[src/rtl/mem_arb_pkg.sv]
// Shared definitions for the memory port arbiter.
//   state_e       : FSM states (IDLE, XFER, RESP)
//   REQ_IF/REQ_D  : requester IDs (instruction fetch / data)
//   SIZE_*        : size encodings, byte count N = size + 1
//   byte_lane()   : index of the wdata byte driven in transfer cycle k
package mem_arb_pkg;

  typedef enum logic [1:0] {
    IDLE = 2'd0,
    XFER = 2'd1,
    RESP = 2'd2
  } state_e;

  localparam logic REQ_IF = 1'b0;
  localparam logic REQ_D  = 1'b1;

  localparam logic [1:0] SIZE_1B = 2'd0;
  localparam logic [1:0] SIZE_2B = 2'd1;
  localparam logic [1:0] SIZE_3B = 2'd2;
  localparam logic [1:0] SIZE_4B = 2'd3;

  // Big-endian: cycle k carries byte (N-1-k) of the word, which is size-k.
  function automatic logic [1:0] byte_lane(input logic [1:0] size, input logic [1:0] k);
    return size - k;
  endfunction

endpackage

[src/rtl/arb_rr2.sv]
// Two-way round-robin arbiter with last-served record.
//   clock, reset      : clock and synchronous active-high reset
//   req_if_i, req_d_i : request lines of the two requesters
//   accept_i          : a grant was taken this cycle; update last-served
//   gnt_if_o, gnt_d_o : one-hot (or zero) grant
module arb_rr2
  import mem_arb_pkg::*;
(
  input  logic clock,
  input  logic reset,
  input  logic req_if_i,
  input  logic req_d_i,
  input  logic accept_i,
  output logic gnt_if_o,
  output logic gnt_d_o
);

  logic last_q;

  // NOTE: every output of a combinational block gets a default first so
  // no path through it can leave a value held, which would infer a latch.
  always_comb begin
    gnt_if_o = 1'b0;
    gnt_d_o  = 1'b0;
    if (req_d_i && (!req_if_i || last_q == REQ_IF)) begin
      gnt_d_o = 1'b1;
    end else if (req_if_i) begin
      gnt_if_o = 1'b1;
    end
  end

  // Last-served starts at instruction so data wins the first tie.
  // NOTE: clocked state uses non-blocking assignments so every register
  // samples pre-edge values regardless of block evaluation order.
  always_ff @(posedge clock) begin
    if (reset) begin
      last_q <= REQ_IF;
    end else if (accept_i) begin
      last_q <= gnt_d_o ? REQ_D : REQ_IF;
    end
  end

endmodule

[src/rtl/memory_port_arbiter.sv]
// Arbitrates an instruction-fetch port and a data port onto one
// single-ported byte memory; multi-byte accesses are serialised one byte
// per cycle, big-endian.
//   clock, reset                        : clock, synchronous active-high reset
//   if_valid/if_ready/if_addr/if_size   : fetch request (read only)
//   if_rvalid/if_rdata                  : fetch response
//   d_valid/d_ready/d_addr/d_size/
//   d_we/d_wdata                        : data request
//   d_rvalid/d_rdata                    : data response
//   mem_addr/mem_we/mem_wdata/mem_rdata : byte memory (read is combinational)
//   busy                                : high whenever not IDLE
module memory_port_arbiter
  import mem_arb_pkg::*;
#(
  parameter int ADDR_W = 32
) (
  input  logic              clock,
  input  logic              reset,
  input  logic              if_valid,
  output logic              if_ready,
  input  logic [ADDR_W-1:0] if_addr,
  input  logic [1:0]        if_size,
  output logic              if_rvalid,
  output logic [31:0]       if_rdata,
  input  logic              d_valid,
  output logic              d_ready,
  input  logic [ADDR_W-1:0] d_addr,
  input  logic [1:0]        d_size,
  input  logic              d_we,
  input  logic [31:0]       d_wdata,
  output logic              d_rvalid,
  output logic [31:0]       d_rdata,
  output logic [ADDR_W-1:0] mem_addr,
  output logic              mem_we,
  output logic [7:0]        mem_wdata,
  input  logic [7:0]        mem_rdata,
  output logic              busy
);

  state_e             state_q;
  logic [ADDR_W-1:0]  base_q;
  logic [1:0]         size_q;
  logic               we_q;
  logic [31:0]        wdata_q;
  logic               id_q;
  logic [1:0]         k_q;
  logic [31:0]        acc_q;
  logic [31:0]        acc_d;
  logic [31:0]        if_rdata_q;
  logic [31:0]        d_rdata_q;

  logic gnt_if, gnt_d, accept, idle, xfer;
  logic [1:0] lane;

  assign idle = (state_q == IDLE);
  assign xfer = (state_q == XFER);

  arb_rr2 u_arb (
    .clock    (clock),
    .reset    (reset),
    .req_if_i (if_valid),
    .req_d_i  (d_valid),
    .accept_i (accept),
    .gnt_if_o (gnt_if),
    .gnt_d_o  (gnt_d)
  );

  // Ready is masked by reset so a reset edge never doubles as an acceptance.
  assign if_ready = idle && gnt_if && !reset;
  assign d_ready  = idle && gnt_d && !reset;
  assign accept   = if_ready || d_ready;

  assign lane      = byte_lane(size_q, k_q);
  assign acc_d     = {acc_q[23:0], mem_rdata};
  assign mem_addr  = xfer ? base_q + ADDR_W'(k_q) : '0;
  // Reset suppresses the in-flight byte so an aborted write stops at once.
  assign mem_we    = xfer && we_q && !reset;
  assign mem_wdata = (xfer && we_q) ? wdata_q[{lane, 3'b000} +: 8] : 8'h00;

  assign if_rvalid = (state_q == RESP) && (id_q == REQ_IF);
  assign d_rvalid  = (state_q == RESP) && (id_q == REQ_D);
  assign if_rdata  = if_rdata_q;
  assign d_rdata   = d_rdata_q;
  assign busy      = !idle;

  always_ff @(posedge clock) begin
    if (reset) begin
      state_q    <= IDLE;
      base_q     <= '0;
      size_q     <= SIZE_1B;
      we_q       <= 1'b0;
      wdata_q    <= '0;
      id_q       <= REQ_IF;
      k_q        <= '0;
      acc_q      <= '0;
      if_rdata_q <= '0;
      d_rdata_q  <= '0;
    end else begin
      case (state_q)
        IDLE: begin
          if (accept) begin
            base_q  <= d_ready ? d_addr : if_addr;
            size_q  <= d_ready ? d_size : if_size;
            we_q    <= d_ready && d_we;
            wdata_q <= d_ready ? d_wdata : 32'h0;
            id_q    <= d_ready ? REQ_D : REQ_IF;
            k_q     <= '0;
            acc_q   <= '0;
            state_q <= XFER;
          end
        end
        XFER: begin
          acc_q <= acc_d;
          if (k_q == size_q) begin
            state_q <= RESP;
            if (id_q == REQ_D) begin
              d_rdata_q <= we_q ? 32'h0 : acc_d;
            end else begin
              if_rdata_q <= acc_d;
            end
          end else begin
            k_q <= k_q + 2'd1;
          end
        end
        RESP: begin
          k_q     <= '0;
          state_q <= IDLE;
        end
        default: state_q <= IDLE;
      endcase
    end
  end

endmodule

[config.mk]
export PLATFORM = sky130hd
export DESIGN_NAME = memory_port_arbiter
export DESIGN_NICKNAME = d
export VERILOG_FILES = /design/src/rtl/mem_arb_pkg.sv /design/src/rtl/arb_rr2.sv /design/src/rtl/memory_port_arbiter.sv
export SDC_FILE = /design/constraint.sdc
export NUM_CORES = 1
export LEC_CHECK = 0
export ABC_AREA = 0
export BUFFER_PORTS_ARGS = -buffer_cell sky130_fd_sc_hd__buf_2
export CORE_AREA = 4 4 182 140
export CTS_BUF_LIST = sky130_fd_sc_hd__clkbuf_4 sky130_fd_sc_hd__clkbuf_8
export CTS_CLUSTER_SIZE = 14
export DETAILED_ROUTE_END_ITERATION = 6
export DIE_AREA = 0 0 186 144
export MAX_ROUTING_LAYER = met4
export SYNTH_ARGS = -nofsm -noshare
export SYNTH_HDL_FRONTEND = slang
export SYNTH_SLANG_ARGS = --single-unit
[constraint.sdc]
create_clock -name clock -period 2.9 [get_ports clock]
set_input_delay 0.725 -clock clock [delete_from_list [all_inputs] [get_ports clock]]
set_output_delay 0.725 -clock clock [all_outputs]
set_load 0.05 [all_outputs]
==> metrics.csv <==
stage,metric,value,unit
final_layout,area_growth,45.8,%
drt,routed.top_layer,met4,
setup_path,crit_path_end_kind,output pin,
drt,dr_wl_met2,10400,microns
drt,routedWlPerCell,17.9,microns
power,totalPowerFinal,5.79,mW
final_layout,final_core_util,0.431,
setup_path,critical_path.max_fanout,8,
drt,drt_pre_antenna_iters,5,
global_route,antenna_found_initial,0,
yosys,synth_seq_cells,161,
die,rows,49,
final_layout,nNetsFinal,1168,
yosys,avgSynthCellArea,8.74,sq um
setup_path,start_kind,register,
global_route,overflow,0,
clock_network,numCtsBuffers,17,
flow_run,drv_cap,0,
drt,wl_met3,1620,microns
yosys,yosysTopAreaCellShare,0.460,
global_route,grt_pass1_vias,6825,
final_layout,final_cell_mix,"buf_2, dfxtp_1, nand2_1",
yosys,ys_warn_count,0,
drt,finalWirelength,24500,microns
sta,hold_viol_final,0,
yosys,yosysUniqueCellTypes,47,
drt,drt-met1-wl,12100,microns
placed_design,gp_congestion,0.807,
sta,period_share,1.10,
status,violations,setup timing,
global_route,grt_max_degree,77,
die,dieArea,26800,sq um
clock_network,cts_tree,yes,
sta,layout_min_cycle_time,3.18,ns
clock_network,clock-root-buffer,clkbuf_8,
drt,viasPerCell,5.14,
clock_network,clkLatencyLatePin,0.47,ns
sta,relSlewSlack,0.435,
placed_design,dpl-instance-area,8920,sq um
sta,fmax,0.314,GHz
yosys,synth.area.top_cells,"dfxtp_1, mux2i_1, nand2_1",
die,initial_utilization,0.296,
sta,tightest_slew,0.848,ns
final_layout,fillCellCount,2368,
die,die_y,144,microns
power,power_density,567,nW/um^2
min_path,hold_path_class,reg2reg,
final_layout,mostFrequentLayoutCell,buf_2,
placed_design,port_buffers,222,
drt,ant_nets,0,
yosys,synth-seq-area-share,0.460,
die,core_area,23700,sq um
final_layout,drive_gt1_frac,0.396,
sta,hold_slack,0.455,ns
clock_network,ctsHtreeMaxLevel,4,
sta,fin_skew,0.0174,ns
die,ios,223,
placed_design,hpwlAfterDp,16500,microns
yosys,syn_inst,801,
setup_path,crit_start,base_q[14]$_SDFFE_PP0P_,
yosys,synth_nets,918,
yosys,synth_top_area_cell,dfxtp_1,
min_path,min-delay-start,if_rdata[29]$_SDFFE_PP0P_,
final_layout,multi_input_area,4140,sq um
die,die_w,186,microns
global_route,grt_pass1_wl,37400,microns
setup_path,required,2.17,ns
clock_network,cts_sinks,161,
clock_network,cts.clk_slew.worst_paths,0.09,ns
power,vdd_drop_max,0.000281,V
final_layout,n_antenna_cell,0,
setup_path,path_class,reg2out,
sta,setup_ws,-0.285,ns
setup_path,rr_startpoint,state_q[0]$_SDFFE_PP0P_,
final_layout,seqCellArea,3240,sq um
drt,drt_iter0_drc,429,
sta,setup_violations,31,
final_layout,final_area,10200,sq um
sta,slew_viol_final,0,
drt,vias,7041,
clock_network,clk_path_buf_depth,2,
setup_path,cp.arrival,2.46,ns
power,p_leak,4.28,nW
yosys,syn_area,7000,sq um
drt,drc,0,
sta,rsz0062_at_grt,yes,
status,outcome,"complete, but fails checks",
global_route,grtUsageTotal,0.184,
## critical path: stages (launching register included)
cell,delay (ns)
dfxtp_2,0.36
nand4_4,0.14
or4_4,0.59
or4_4,0.58
a21oi_4,0.14
buf_6,0.17
## repair_timing
| action | CTS | global route |
|---|---|---|
| cloned | 3 | 0 |
| hold buffers | 0 | 0 |
| setup buffers | 12 | 2 |
| gates resized for setup | 144 | 25 |
| pin swaps | 38 | 21 |
| endpoints found under the setup margin | 33 | 38 |
## synthesized netlist by cell type, drive strengths merged
master / number
dfxtp: 161
nand2: 113
a21oi: 83
nor2: 72
clkbuf: 55
mux2i: 50
a22o: 36
a211oi: 34
nand3b: 34
a22oi: 21
nand3: 17
or4: 12
nand4: 9
o21ai: 9
o31ai: 9
o22ai: 8
inv: 7
xnor2: 7
xor2: 7
and2: 6
and4: 6
buf: 6
nor4: 5
or3: 5
nand2b: 4
ha: 3
nor3: 3
o311ai: 2
o41ai: 2
or2: 2
a21o: 1
a31oi: 1
a41o: 1
and3b: 1
clkinv: 1
fa: 1
nand4b: 1
nor2b: 1
nor3b: 1
o21a: 1
o21bai: 1
o31a: 1
o32ai: 1
## final cells by class
cell class / count / share of cell area
Clock buffer: 17 / 0.0229
Clock inverter: 15 / 0.0241
Inverter: 8 / 0.00294
Multi-Input combinational cell: 572 / 0.406
Sequential cell: 161 / 0.317
Tap cell: 306 / 0.0375
Timing Repair Buffer: 291 / 0.189
## registers in the layout (all words and copies together) (netlist names)
register,count
state_q,2
if_rdata,32
d_rdata,32
base_q,32
we_q,1
wdata_q,32
acc_q,24
size_q,2
u_arb.last_q,1
k_q,2
id_q,1
## layer usage
| metal | GRT usage | vias to the layer above |
|---|---|---|
| met1 | 0.267 | 3367 |
| met2 | 0.256 | 243 |
| li1 | - | 3396 |
| met5 | - | - |
| met3 | 0.0415 | 35 |
| met4 | 0.0525 | 0 |
## stage by stage
stage / setup TNS [ns] / setup WS, ns / std cells
after global routing: -9.06 / -0.377 / 1370
after CTS: -6.27 / -0.309 / 1368
after global placement: 0 / 0.0391 / 1322
after floorplan: -0.209 / -0.157 / 801
after detailed placement: 0 / 0.000895 / 1322
final: -5.39 / -0.285 / 1370
## logic make-up after synthesis
logic type / synth area share
simple gates: 0.204
compound gates: 0.200
flops: 0.460
buf+inv: 0.0388
mux: 0.0715
xor+xnor: 0.0175
fa+ha+maj: 0.00822
## path summary, 6_finish.rpt
check,cells past startpoint,slack [ns],endpoint
worst max-delay path,5,-0.28,mem_addr[23]
worst min-delay path,2,0.45,if_rdata[29]$_SDFFE_PP0P_
worst max register to register,6,0.67,if_rdata[6]$_SDFFE_PP0P_
worst min register to register,2,0.45,if_rdata[29]$_SDFFE_PP0P_
## report_power, final
| group | leakage [nW] | total [mW] | internal (mW) | switching [mW] |
|---|---|---|---|---|
| Clock | 0.242 | 2.00 | 1.05 | 0.943 |
| Combinational | 2.72 | 1.31 | 0.490 | 0.823 |
| Sequential | 1.31 | 2.48 | 2.35 | 0.134 |
| Total | 4.28 | 5.79 | 3.89 | 1.90 |
Note: power is estimated with default switching activity, not from simulation.
